### src/rtl/sync_trig_tx.sv
// Transmit end of the coax trigger link: a per-frame spare window holding a sync burst,
// single-tick trigger pulses placed on one phase slot, and per-channel sent/drop counters.
module sync_trig_tx #(
  parameter int NCH        = 4,
  parameter int WINDOW     = 655,
  parameter int SYNC_START = 300,
  parameter int NSYNC      = 55,
  parameter int TX_PHASE   = 0
) (
  input  logic           clk_adc,
  input  logic           nrst,
  input  logic [7:0]     calibticks,
  input  logic [NCH-1:0] trig_in,
  input  logic           resetcnt,
  input  logic [7:0]     cnt_sel,
  output logic [NCH-1:0] coax_out,
  output logic           spare_out,
  output logic           sync_active,
  output logic [15:0]    cnt_sent,
  output logic [15:0]    cnt_drop
);

  typedef enum logic [2:0] {
    QUIET  = 3'b001,
    SYNC   = 3'b010,
    NORMAL = 3'b100
  } state_t;

  state_t         state, state_nxt;
  logic [31:0]    fcnt, fcnt_nxt;
  logic [1:0]     phase;
  logic [4:0]     wrap_bit;
  logic           wrap, in_win, win_end, slot, normal;
  logic [5:0]     burst_cnt, burst_nxt;
  logic           sync_fire, sync_nxt;
  logic [NCH-1:0] pend, pend_nxt, fire, trig_p1, drop_evt, coax_nxt;
  logic [15:0]    sent [NCH];
  logic [15:0]    drop [NCH];
  logic [15:0]    sent_mux, drop_mux;

  // Frame timing: the period is 2^k + 1 ticks because the counter reaches 2^k before clearing.
  always_comb begin
    wrap_bit = (calibticks > 8'd14) ? 5'd31 : calibticks[4:0] + 5'd17;
    wrap     = fcnt[wrap_bit];
    fcnt_nxt = wrap ? 32'd0 : fcnt + 32'd1;
    in_win   = (fcnt < 32'(WINDOW));
    win_end  = (fcnt >= 32'(WINDOW - 1));
    slot     = (phase == 2'(TX_PHASE));
    normal   = (state == NORMAL);
  end

  always_comb begin
    state_nxt = state;
    burst_nxt = burst_cnt;
    sync_fire = 1'b0;
    case (state)
      QUIET: begin
        if (win_end) begin
          state_nxt = NORMAL;
        end else if (slot && (fcnt >= 32'(SYNC_START)) && (burst_cnt != 6'(NSYNC))) begin
          sync_fire = 1'b1;
          burst_nxt = burst_cnt + 6'd1;
          if (burst_nxt != 6'(NSYNC)) state_nxt = SYNC;
        end
      end
      SYNC: begin
        if (win_end) begin
          state_nxt = NORMAL;
        end else if (slot) begin
          sync_fire = 1'b1;
          burst_nxt = burst_cnt + 6'd1;
          // After the last pulse the rest of the window stays silent.
          if (burst_nxt == 6'(NSYNC)) state_nxt = QUIET;
        end
      end
      NORMAL:  state_nxt = NORMAL;
      default: state_nxt = QUIET;
    endcase
    if (wrap) begin
      state_nxt = QUIET;
      burst_nxt = '0;
    end
    sync_nxt = sync_fire || (state == SYNC);
  end

  // A request is held until the next slot; requests outside NORMAL are discarded.
  always_comb begin
    fire     = (normal && slot) ? pend : '0;
    pend_nxt = (normal && !wrap) ? (trig_in | (pend & ~fire)) : '0;
    drop_evt = normal ? '0 : (trig_in & ~trig_p1);
    coax_nxt = fire | {NCH{sync_fire}};
  end

  // Stage p0 -> p1: timing, mode and pulse decisions registered onto the outputs.
  always_ff @(posedge clk_adc or negedge nrst) begin
    if (!nrst) begin
      fcnt        <= '0;
      phase       <= '0;
      state       <= QUIET;
      burst_cnt   <= '0;
      pend        <= '0;
      trig_p1     <= '0;
      coax_out    <= '0;
      spare_out   <= 1'b0;
      sync_active <= 1'b0;
    end else begin
      fcnt        <= fcnt_nxt;
      phase       <= wrap ? 2'd0 : phase + 2'd1;
      state       <= state_nxt;
      burst_cnt   <= burst_nxt;
      pend        <= pend_nxt;
      trig_p1     <= trig_in;
      coax_out    <= coax_nxt;
      spare_out   <= in_win;
      sync_active <= sync_nxt;
    end
  end

  always_ff @(posedge clk_adc or negedge nrst) begin
    if (!nrst) begin
      for (int i = 0; i < NCH; i++) begin
        sent[i] <= '0;
        drop[i] <= '0;
      end
    end else begin
      for (int i = 0; i < NCH; i++) begin
        if (resetcnt) begin
          sent[i] <= '0;
          drop[i] <= '0;
        end else begin
          if (fire[i])     sent[i] <= sent[i] + 16'd1;
          if (drop_evt[i]) drop[i] <= drop[i] + 16'd1;
        end
      end
    end
  end

  always_comb begin
    sent_mux = '0;
    drop_mux = '0;
    for (int i = 0; i < NCH; i++) begin
      if (cnt_sel == 8'(i)) begin
        sent_mux = sent[i];
        drop_mux = drop[i];
      end
    end
  end

  // Stage p1 -> p2: counter readout.
  always_ff @(posedge clk_adc or negedge nrst) begin
    if (!nrst) begin
      cnt_sent <= '0;
      cnt_drop <= '0;
    end else begin
      cnt_sent <= sent_mux;
      cnt_drop <= drop_mux;
    end
  end

endmodule

### config.mk
export PLATFORM = sky130hd
export DESIGN_NAME = sync_trig_tx
export DESIGN_NICKNAME = d
export VERILOG_FILES = /design/src/rtl/sync_trig_tx.sv
export SDC_FILE = /design/constraint.sdc
export NUM_CORES = 1
export LEC_CHECK = 0
export BUFFER_PORTS_ARGS = -buffer_cell sky130_fd_sc_hd__buf_2
export CORE_MARGIN = 1.5
export CORE_UTILIZATION = 45
export DETAILED_ROUTE_END_ITERATION = 12
export PLACE_DENSITY = 0.73
export SYNTH_ARGS = -nofsm -noshare
export SYNTH_HDL_FRONTEND = slang
export SYNTH_SLANG_ARGS = --single-unit
### constraint.sdc
create_clock -name clk_adc -period 4.3 [get_ports clk_adc]
set_input_delay 0.86 -clock clk_adc [delete_from_list [all_inputs] [get_ports clk_adc]]
set_output_delay 0.86 -clock clk_adc [all_outputs]
set_load 0.02 [all_outputs]
**After elaboration in Yosys (flattened, before gate mapping)**

Index checks and enable logic that the tools add are counted.
Widths: inputs -> output; s select.

- Bits in registers: 217
- Bits of input ports: 23
- Output and inout port bits: 38
- Word-level logic and storage cells: 129

- $add $sub $neg: 12
- Magnitude comparators: 5
- Equality and inequality tests: 17
- Muxes and demuxes: 51
- Bitwise operators: 6
- Reductions and logical operators: 19

Operators with widths:

| operator | count |
|---|---|
| $mux 16 | 24 |
| $add 16x1->16 const B | 8 |
| $add 32x1->32 const B | 1 |
| $ge 32x10->1 const B | 1 |
| $ge 32x9->1 const B | 1 |
| $lt 32x10->1 const B | 1 |
| $mux 32 | 1 |
| $mux 6 | 5 |
| $mux 3 | 7 |
| $eq 8x2->1 const B | 2 |
| $ne 4x4->1 const B | 4 |
| $reduce_bool 2->1 | 8 |
| $mux 4 | 3 |
| $ne 3x3->1 const B | 4 |
| $ne 6x6->1 const B | 2 |
| $pmux 6 s2 | 1 |
| $pmux 3 s3 | 1 |
| $and 4x4->4 | 2 |
| $eq 8x1->1 const B | 1 |
| $gt 8x4->1 const B | 1 |
| $logic_not 8->1 | 1 |
| $not 4->4 | 2 |
| $or 4x4->4 | 2 |
| $add 6x1->6 const B | 1 |
| other kinds (19) | 26 |

**Longest topological paths before layout**

Gate-level depths: netlist of run 1.

- Word-level depth: 7
- Gate-level depth with buffers: 13

**Least setup slack after synthesis of run 1**

OpenSTA, ideal clock, no wires.

- Kind: input -> register
- From: input port calibticks[0]
- To: register state[1]
- Library setup time: 95 ps
- Data arrival time: 3041 ps
- Path slack: 1164 ps
- Stages: 11
- Buffers on the path: 4
- Cell sequence: clkbuf_1 > buf_2 > inv_1 > ha_1 > clkbuf_1 > nor2_1 > a221oi_1 > o221ai_1 > o211a_1 > buf_2 > nor4b_2

- Word-level cells in the longest chain between the ends: 6
- Elaborated cells between the ends (all ways): 11
- Those cells by class: add/sub: 1; order compare: 1; eq/ne: 4; mux: 4; reduce/logical: 1

Ends and longest elaborated chain:

| element | RTL line | source |
|---|---|---|
| from (decl) | 12 | `input logic [7:0] calibticks,` |
| $gt 8x4->1 / $add 5x5->5 (equally long branches) | 43 | `wrap_bit = (calibticks > 8'd14) ? 5'd31 : calibticks[4:0] + 5'd17;` |
| $mux 5 (*) | 43 |  |
| $bmux 1 s5 (*) | 44 | `wrap = fcnt[wrap_bit];` |
| $mux 1 (implied by the code) (*) | 44 |  |
| $ne 4x4->1 (no source line) | - |  |
| $reduce_and 4->1 (no source line) | - |  |
| to (signal assigned) | 109 | `state <= state_nxt;` |
| to (decl) | 29 | `state_t state, state_nxt;` |

Every way passes the cells marked *; elsewhere a longest branch is shown, timed or not. The select of a mux whose other input is x is not followed.
A chain may end at the register's enable or synchronous reset.

**Worst setup path after layout of run 1**

Ends and elaborated chain as after synthesis.

==> flow_metrics.py, run 1 <==
metrics = {
    "run_status": {
        "outcome": "complete, no violations",
    },
    "timing": {
        "worst_slew_pin_slew_ps": 1094,
        "fin_crit_ps": 3034,
        "tns_ps": 0,
        "rsz0062_at_grt": "no",
        "fmax_mhz": 329.6,
        "maxSlewViolCount": 0,
        "finalSetupViolCount": 0,
        "hold_violations": 0,
        "fin_crit_sh": 0.7056,
        "finClkSkew_ps": 26.58,
        "maxSlewHeadroom": 0.2707,
        "finalWorstSetupSlack_ps": 1266,
    },
    "power_and_ir_drop": {
        "p_seq_frac": 0.460,
        "p_leak_nw": 5.637,
        "power_mw": 4.732,
        "p_int_mw": 3.604,
        "power-per-cell-area_nw_per_um2": 379.3,
        "power_switching_mw": 1.128,
        "sw_frac_of_total": 0.2384,
        "vdd_drop_max_mv": 0.3412,
        "power_frac_comb": 0.080,
        "clkPwrFrac": 0.459,
    },
    "logic_synthesis": {
        "synth_edf_count": 0,
        "async_flop_share": 1.000,
        "synth_area_sq_um": 11010,
        "synthFlopType": "dfrtp_1",
        "yosysUniqueCellTypes": 60,
        "ys_seq_elements": 217,
        "yosysSeqAreaShare": 0.4932,
        "syn_nets": 1118,
        "yosys_warnings": 0,
        "post_synth.cell_area_avg_sq_um": 10.20,
        "synth_cells": 1080,
    },
    "global_route": {
        "grt_max_degree": 117,
        "grt_util_met2": 0.3106,
        "use_met3": 0.02943,
        "antenna_found_initial": 1,
        "grt_pass1_wl_um": 40500,
        "top_usage_layer": "met2",
        "grt.total_usage": 0.1921,
        "grt_use_met1": 0.2717,
        "grt_pass1_vias": 7987,
        "overflow": 0,
    },
    "setup_path": {
        "r2r_cells": 6,
        "r2r_end": "drop[47]",
        "worstPathCellList": "buf_2 -> inv_1 -> ha_1 -> mux4_2 -> a21oi_1 -> a21oi_1 -> o211a_1 -> buf_4 -> nor4b_2",
        "crit_buf_inv": 3,
        "startpoint_type": "input pin",
        "path_max_fanout": 27,
        "rr_startpoint": "state[0]",
        "slowest_delay_ps": 550,
        "end_kind": "flop",
        "cp.required_ps": 4690,
        "worst_ep_arrival_time_ps": 3430,
        "crit_top_cell": "a21oi_1",
        "critPathSlowestCell": "mux4_2",
        "crit_family": "buffers and inverters",
        "crit_type": "input pin to flop",
        "r2r_setup_slack_ps": 1550,
    },
    "clocking": {
        "cts_inserted_buffers": 24,
        "cts_resized": 0,
        "cts_root_buffer": "clkbuf_16",
        "htree_levels": 1,
        "clk_path_buf_depth": 3,
        "holdBufCountCts": 0,
        "clock_latency_ps": 530,
        "clk_pin_slew_ps": 60,
        "cts_tree": "yes",
        "post_cts_buffers": 0,
        "clock_sinks": 217,
    },
    "layout": {
        "stdcell_count": 1472,
        "finalInstanceArea_sq_um": 12480,
        "final_common_cell": "dfrtp_1",
        "syn2layout_area_growth_pct": 13.30,
        "layout-drive-gt1-share": 0.1387,
        "nets": 1167,
        "layout_common_cells": "dfrtp_1 (216), nor2_1 (172), xor2_1 (91), nand2_1 (85), buf_2 (58)",
    },
    "worst_hold_path": {
        "hp-class": "input pin to async pin",
    },
    "die": {
        "die_x_um": 159.4,
        "num_io_pins": 61,
        "fp-row-count": 57,
        "core_area_sq_um": 24180,
        "dieArea_sq_um": 25420,
        "die_y_um": 159.4,
        "start_util": 0.4555,
    },
    "place": {
        "portBuffers": 60,
        "gp_congestion": 0.8275,
        "dp_cells": 1427,
        "place_hpwl_um": 16040,
        "dpl_cell_area_sq_um": 11620,
        "dp_slack_ps": 901.0,
    },
    "routing": {
        "vias": 8111,
        "wl_per_cell_um": 16.12,
        "routed_wl_um": 23730,
        "via_per_inst": 5.510,
        "first_pass_iters": 4,
        "drtAntennaViolNets": 0,
        "first_iter_violations": 513,
        "drc": 0,
    },
    "job": {
        "cap_violations": 0,
    },
}
[area by class of cell]
cell class	count	area (sq um)
Antenna cell	2	5.005
Clock buffer	34	688.2
Clock inverter	9	160.2
Fill cell	2136	11700
Inverter	21	78.83
Multi-Input combinational cell	794	5314
Sequential cell	217	5431
Tap cell	324	405.4
Timing Repair Buffer	71	395.4
[metal layers]
layer / wire [um] / up-vias
li1: - / 3858
met1: 10960 / 4028
met2: 11160 / 189
met3: 1096 / 36
met4: 512 / 0
met5: 0 / -
[power by group through the flow]
| stage | combinational, mW | sequential (mW) | clock (mW) |
|---|---|---|---|
| 5_1_grt | 0.431 | 2.19 | 2.30 |
| 4_1_cts | 0.384 | 2.18 | 2.22 |
| 6_report | 0.380 | 2.18 | 2.17 |
| 3_5_place_dp | 0.378 | 2.21 | 0 |
| 3_3_place_gp | 0.366 | 2.21 | 0 |
| 2_1_floorplan | 0.251 | 2.20 | 0 |
[worst max path at each step]
| stage | startpoint | to | slack, ps | cells after the start |
|---|---|---|---|---|
| CTS | calibticks[0] | state[1] | 1360 | 9 |
| global route | calibticks[0] | state[1] | 1120 | 9 |
| floorplan | calibticks[0] | state[1] | 1160 | 11 |
| global placement | calibticks[0] | state[1] | 970 | 9 |
| finish | calibticks[0] | state[1] | 1270 | 9 |
| detailed placement | calibticks[0] | state[1] | 900 | 9 |
[state kept, by name, summed over array words and instances (netlist names), 3 cells and up]
signal	flops
drop	64
sent	64
fcnt	32
cnt_drop	16
cnt_sent	16
burst_cnt	6
coax_out	4
pend	4
trig_p1	4
state	3
[synth_stat cells, types with 3 or more instances]
library cell    n  share of area
nand4_1        38          0.022
nor2b_1        10         0.0057
and3_1         54          0.031
inv_1          21         0.0072
xor2_1         91          0.072
or2_1           4         0.0023
nor3_1         26          0.012
ha_1           15          0.017
or3_1          22          0.012
o21ai_0        23          0.010
and4_1          7         0.0056
and2_1         10         0.0057
dfrtp_1       216           0.49
nand4b_1        3         0.0024
nor4_1          8         0.0045
xnor2_1        45          0.036
mux4_2         33          0.067
clkbuf_1       37          0.013
nand2_1        85          0.029
buf_2           9         0.0041
nor2_1        172          0.059
mux2i_1         7         0.0064
nor4_2          4         0.0045
a21oi_1        42          0.019
nand3_1        54          0.025
[stage by stage]
stage	hold slack (ps)	utilization
2_1_floorplan	403.2	-
3_3_place_gp	417.2	0.4808
3_5_place_dp	432.7	0.4808
4_1_cts	432.3	0.5159
5_1_grt	457.6	0.5159
6_report	389.3	0.5161
[kinds of logic (layout without fill, tap and decap cells)]
family,count (synthesis),count (layout),share of synthesized area
buf+inv,69,135,0.02488
flops,217,217,0.4932
fa+ha+maj,15,15,0.01704
compound gates,86,86,0.04590
other cells,0,2,0
mux,42,42,0.07589
simple gates,515,515,0.2349
xor+xnor,136,136,0.1082
Note: power is estimated with default switching activity, not from simulation.
==> inputs of run 2 (changes only) <==
--- a/config.mk
+++ b/config.mk
@@ -9,7 +9,7 @@
 export CORE_MARGIN = 1.5
 export CORE_UTILIZATION = 45
 export DETAILED_ROUTE_END_ITERATION = 12
-export PLACE_DENSITY = 0.73
+export PLACE_DENSITY = 0.75
 export SYNTH_ARGS = -nofsm -noshare
 export SYNTH_HDL_FRONTEND = slang
 export SYNTH_SLANG_ARGS = --single-unit
==> constraint.sdc (replaced) <==
create_clock -name clk_adc -period 2.5 [get_ports clk_adc]
set_input_delay 0.5 -clock clk_adc [delete_from_list [all_inputs] [get_ports clk_adc]]
set_output_delay 0.5 -clock clk_adc [all_outputs]
set_load 0.02 [all_outputs]
==> run 2 against run 1 <==
Power is 73% higher. Final area increased by 2.4%. Worst hold slack worse by 250 ps. Sequential cell count is the same. Clock-buffer cell count decreased by 7. Critical path depth is 1 lower. Sequential power rose by 72%. Non-clock buffer count increased by 29. Die area unchanged. Sequential share of layout area fell by 1.0 points. Largest power group is now the clock network.
==> flow_metrics.py, run 2 (same netlist as run 1, synthesis figures left out) <==
metrics = {
    "run_status": {
        "outcome": "complete, no violations",
    },
    "setup_path": {
        "r2r_cells": 8,
        "cp.required_ps": 2940,
        "worst_ep_arrival_time_ps": 2710,
        "crit_type": "flop to flop",
        "cp-startpoint": "burst_cnt[1]",
        "startpoint_type": "flop",
        "rr_startpoint": "burst_cnt[1]",
        "end_kind": "flop",
        "path_max_fanout": 12,
    },
    "routing": {
        "routed_wl_um": 23820,
        "wl_per_cell_um": 15.90,
        "first_pass_iters": 5,
        "via_per_inst": 5.483,
        "vias": 8214,
        "drtAntennaViolNets": 0,
        "drc": 0,
        "first_iter_violations": 511,
    },
    "timing": {
        "fin_crit_ps": 2278,
        "finalWorstSetupSlack_ps": 222.0,
        "rsz0062_at_grt": "no",
        "fmax_mhz": 439.0,
        "fin_crit_sh": 0.9112,
        "worst_slew_pin_slew_ps": 599.8,
        "maxSlewHeadroom": 0.5964,
        "finalSetupViolCount": 0,
        "tns_ps": 0,
        "hold_violations": 0,
        "maxSlewViolCount": 0,
        "finClkSkew_ps": 11.44,
        "worst_hold_slack_ps": 137.2,
    },
    "die": {
        "num_io_pins": 61,
        "core_area_sq_um": 24180,
        "fp-row-count": 57,
        "die_x_um": 159.4,
        "die_y_um": 159.4,
        "dieArea_sq_um": 25420,
        "start_util": 0.4555,
    },
    "job": {
        "cap_violations": 0,
    },
    "clocking": {
        "clock_latency_ps": 510,
        "clock_sinks": 217,
        "htree_levels": 1,
        "cts_resized": 0,
        "clk_pin_slew_ps": 60,
        "clk_path_buf_depth": 3,
        "cts_tree": "yes",
        "cts_inserted_buffers": 24,
        "cts_root_buffer": "clkbuf_16",
    },
    "layout": {
        "syn2layout_area_growth_pct": 15.97,
        "layout_common_cells": "dfrtp_1 (216), nor2_1 (172), xor2_1 (91), nand2_1 (85), buf_2 (58)",
        "nets": 1196,
        "num_antenna_cells": 0,
        "final_common_cell": "dfrtp_1",
        "stdcell_count": 1498,
        "fill_cells": 2059,
        "layout-drive-gt1-share": 0.1627,
        "top_regs": "drop (64), sent (64), fcnt (32)",
    },
    "place": {
        "gp_congestion": 0.8946,
        "portBuffers": 60,
        "dp_slack_ps": 77.21,
        "dp_cells": 1455,
        "place_hpwl_um": 16590,
    },
    "power_and_ir_drop": {
        "power_mw": 8.194,
        "p_leak_nw": 5.802,
        "vdd_drop_max_mv": 0.4258,
        "power-per-cell-area_nw_per_um2": 641.5,
    },
    "global_route": {
        "overflow": 0,
        "grt_pass1_vias": 8161,
        "grt_max_degree": 94,
        "antenna_found_initial": 2,
        "grt_pass1_wl_um": 41070,
        "grt.total_usage": 0.1948,
    },
    "worst_hold_path": {
        "hp-class": "input pin to flop",
        "hold_depth": 1,
        "hold_start": "trig_in[3]",
    },
}
run 2: final timing paths:
check / slack, ps / endpoint
max reg2reg: 220 / burst_cnt[4]
min: 140 / trig_p1[3]
max in group asynchronous: 1270 / drop[36]
max: 220 / burst_cnt[4]
min reg2reg: 430 / phase[0]
min in group asynchronous: 520 / cnt_sent[6]
run 2: area by class of cell:
cell class | instances | area, sq um | share of cell area
flip-flops and latches | 217 | 5431 | 0.4253
multi-input cells | 794 | 5330 | 0.4173
repair buffers | 100 | 678.2 | 0.05310
clock buffers | 27 | 633.1 | 0.04957
well taps | 324 | 405.4 | 0.03174
clock inverters | 15 | 215.2 | 0.01685
inverters | 21 | 78.83 | 0.006172
run 2: metal layers:
layer / vias to the layer above / GRT usage / wire (um)
li1: 3929 / - / -
met1: 4061 / 0.2735 / 10800
met2: 187 / 0.3174 / 11350
met3: 35 / 0.03334 / 1344
met4: 2 / 0.04374 / 316
met5: - / 0 / 10
run 2: worst max-delay path: stages (launching register included):
cell and delay (ps):
dfrtp_1 420, ha_1 250, and3_1 190, a21oi_1 190, a21boi_1 320, o2111ai_1 140
buf_4 200, or3_1 350, a21oi_1 140
run 2: report_power, final:
group | internal (mW) | switching (mW) | total (mW)
Combinational | 0.278 | 0.399 | 0.677
Sequential | 3.62 | 0.127 | 3.75
Clock | 2.34 | 1.43 | 3.77
Total | 6.24 | 1.95 | 8.19
run 2: repair_timing:
| item | 4_1_cts | 5_1_grt |
|---|---|---|
| buffers inserted | 0 | 0 |
| hold buffers | 1 | 0 |
| endpoints found under the setup margin | 0 | 0 |
| endpoints found under the hold margin | 62 | 0 |
run 2: per-stage QoR:
step	instance area, sq um	utilization
final	12770	0.5283
after detailed placement	11910	0.4928
after floorplan	11050	-
after global routing	12770	0.5283
after CTS	12770	0.5283
after global placement	11910	0.4928
==> inputs of run 3 (changes only) <==
--- a/config.mk
+++ b/config.mk
@@ -7,9 +7,9 @@
 export LEC_CHECK = 0
 export BUFFER_PORTS_ARGS = -buffer_cell sky130_fd_sc_hd__buf_2
 export CORE_MARGIN = 1.5
-export CORE_UTILIZATION = 45
+export CORE_UTILIZATION = 30
 export DETAILED_ROUTE_END_ITERATION = 12
-export PLACE_DENSITY = 0.75
+export PLACE_DENSITY = 0.58
 export SYNTH_ARGS = -nofsm -noshare
 export SYNTH_HDL_FRONTEND = slang
 export SYNTH_SLANG_ARGS = --single-unit
==> run 3 against run 2 <==
Clock skew up 3.0 ps. Die area increased by 49%. Power rose by 4.0%. Critical path depth decreased by 1. Maximum frequency decreased by 2.6%. Clock power rose by 8.5%. Utilization shrank 16 points. Final area grew 2.2%. Highest routed layer is now met4.
==> flow_metrics.py, run 3 (same netlist as run 1, synthesis figures left out) <==
metrics = {
    "run_status": {
        "outcome": "complete, no violations",
    },
    "setup_path": {
        "crit_type": "flop to flop",
        "startpoint_type": "flop",
        "slowest_delay_ps": 630,
        "worstPathCellList": "or4_1 -> nor3_2 -> and3_4 -> o2111ai_1 -> buf_4 -> or3_1 -> a21oi_1",
        "crit_buf_inv": 1,
        "worst_ep_arrival_time_ps": 2790,
        "cp-startpoint": "fcnt[25]",
        "r2r_setup_slack_ps": 160,
        "path_max_fanout": 12,
        "crit_family": "simple AND/OR/NAND/NOR gates",
        "rr_startpoint": "fcnt[25]",
        "critPathSlowestCell": "or4_1",
        "end_kind": "flop",
        "cp.required_ps": 2950,
    },
    "layout": {
        "layout_common_cells": "dfrtp_1 (216), nor2_1 (172), xor2_1 (91), nand2_1 (85), buf_2 (58)",
        "fill_cells": 3574,
        "top_regs": "drop (64), sent (64), fcnt (32)",
        "layout-drive-gt1-share": 0.1638,
        "nets": 1197,
        "num_antenna_cells": 0,
        "final_common_cell": "dfrtp_1",
        "syn2layout_area_growth_pct": 18.51,
    },
    "timing": {
        "tns_ps": 0,
        "finClkSkew_ps": 14.43,
        "worst_slew_pin_slew_ps": 768.0,
        "finalSetupViolCount": 0,
        "hold_violations": 0,
        "fmax_mhz": 427.4,
        "fin_crit_sh": 0.9360,
        "fin_crit_ps": 2340,
        "maxSlewViolCount": 0,
        "maxSlewHeadroom": 0.4880,
        "rsz0062_at_grt": "no",
    },
    "routing": {
        "first_iter_violations": 558,
        "drtAntennaViolNets": 0,
        "first_pass_iters": 5,
        "routed_wl_um": 25830,
        "wl_per_cell_um": 15.76,
        "via_per_inst": 4.957,
        "drc": 0,
        "vias": 8125,
    },
    "die": {
        "start_util": 0.3074,
        "core_area_sq_um": 35830,
        "die_y_um": 194.6,
        "num_io_pins": 61,
        "dieArea_sq_um": 37870,
        "die_x_um": 194.6,
        "fp-row-count": 69,
    },
    "clocking": {
        "clk_path_buf_depth": 3,
        "clock_latency_ps": 540,
        "clk_pin_slew_ps": 60,
        "cts_tree": "yes",
        "htree_levels": 1,
        "post_cts_buffers": 0,
        "clock_sinks": 217,
        "cts_root_buffer": "clkbuf_16",
        "cts_inserted_buffers": 26,
    },
    "power_and_ir_drop": {
        "power-per-cell-area_nw_per_um2": 652.7,
        "p_leak_nw": 5.840,
        "vdd_drop_max_mv": 0.5357,
        "power_mw": 8.519,
    },
    "global_route": {
        "grt_max_degree": 73,
        "antenna_found_initial": 0,
        "grt_pass1_vias": 8059,
        "grt_pass1_wl_um": 43210,
        "grt.total_usage": 0.1392,
        "overflow": 0,
    },
    "worst_hold_path": {
        "hold_start": "trig_in[1]",
        "hp-class": "input pin to flop",
    },
    "place": {
        "place_hpwl_um": 17750,
        "gp_congestion": 0.8493,
        "portBuffers": 60,
    },
    "job": {
        "cap_violations": 0,
    },
}
==> run 3: cell types whose count changed in the layout (fill, tap and decap cells not counted), sizes merged <==
| cell | before | now |
|---|---|---|
| clkinvlp | 2 | 1 |
| bufinv | 5 | 4 |
| clkinv | 6 | 3 |
| inv | 23 | 22 |
| clkbuf | 27 | 38 |
| buf | 99 | 98 |
==> run 3: path summary, 6_finish.rpt <==
path | to | cells past startpoint
min | trig_p1[1] | 1
max | burst_cnt[4] | 7
min in group asynchronous | cnt_sent[7] | 2
max in group asynchronous | drop[35] | 3
max reg2reg | burst_cnt[4] | 7
min reg2reg | phase[0] | 1
==> run 3: through the flow <==
| step | util | setup slack (ps) | instances | instance area, sq um | hold WS, ps |
|---|---|---|---|---|---|
| after floorplan | - | 30.03 | 1080 | 11050 | 204.4 |
| after global placement | 0.3378 | 95.38 | 1591 | 12100 | 416.5 |
| after detailed placement | 0.3378 | 45.93 | 1591 | 12100 | 416.4 |
| after CTS | 0.3642 | 182.0 | 1639 | 13050 | 122.7 |
| after global routing | 0.3643 | 30.92 | 1639 | 13050 | 130.3 |
| final | 0.3643 | 160.0 | 1639 | 13050 | 141.4 |
==> run 3: cell type report <==
| class | count | area [sq um] | share of cell area |
|---|---|---|---|
| Timing Repair Buffer | 99 | 695.7 | 0.05330 |
| Tap cell | 461 | 576.8 | 0.04420 |
| Multi-Input combinational cell | 794 | 5334 | 0.4087 |
| Inverter | 21 | 78.83 | 0.006040 |
| Clock inverter | 9 | 157.7 | 0.01208 |
| Sequential cell | 217 | 5431 | 0.4162 |
| Clock buffer | 38 | 777.0 | 0.05953 |
==> run 3: routing by layer <==
layer	up-vias	part of all wire	track usage
met5	-	0	0
met4	0	0.023	0.03356
met3	41	0.037	0.02204
met2	147	0.46	0.2216
met1	4003	0.48	0.1980
li1	3934	-	-
==> run 3: power by group <==
part | total, mW | switching (mW) | internal [mW]
sequential | 3.74 | 0.121 | 3.62
clock | 4.09 | 1.52 | 2.57
combinational | 0.691 | 0.409 | 0.282
==> run 3: what timing repair did <==
item / 4_1_cts / 5_1_grt
resized for setup: 0 / 1
endpoints found under the setup margin: 0 / 1
hold buffers: 1 / 0
endpoints found under the hold margin: 56 / 0
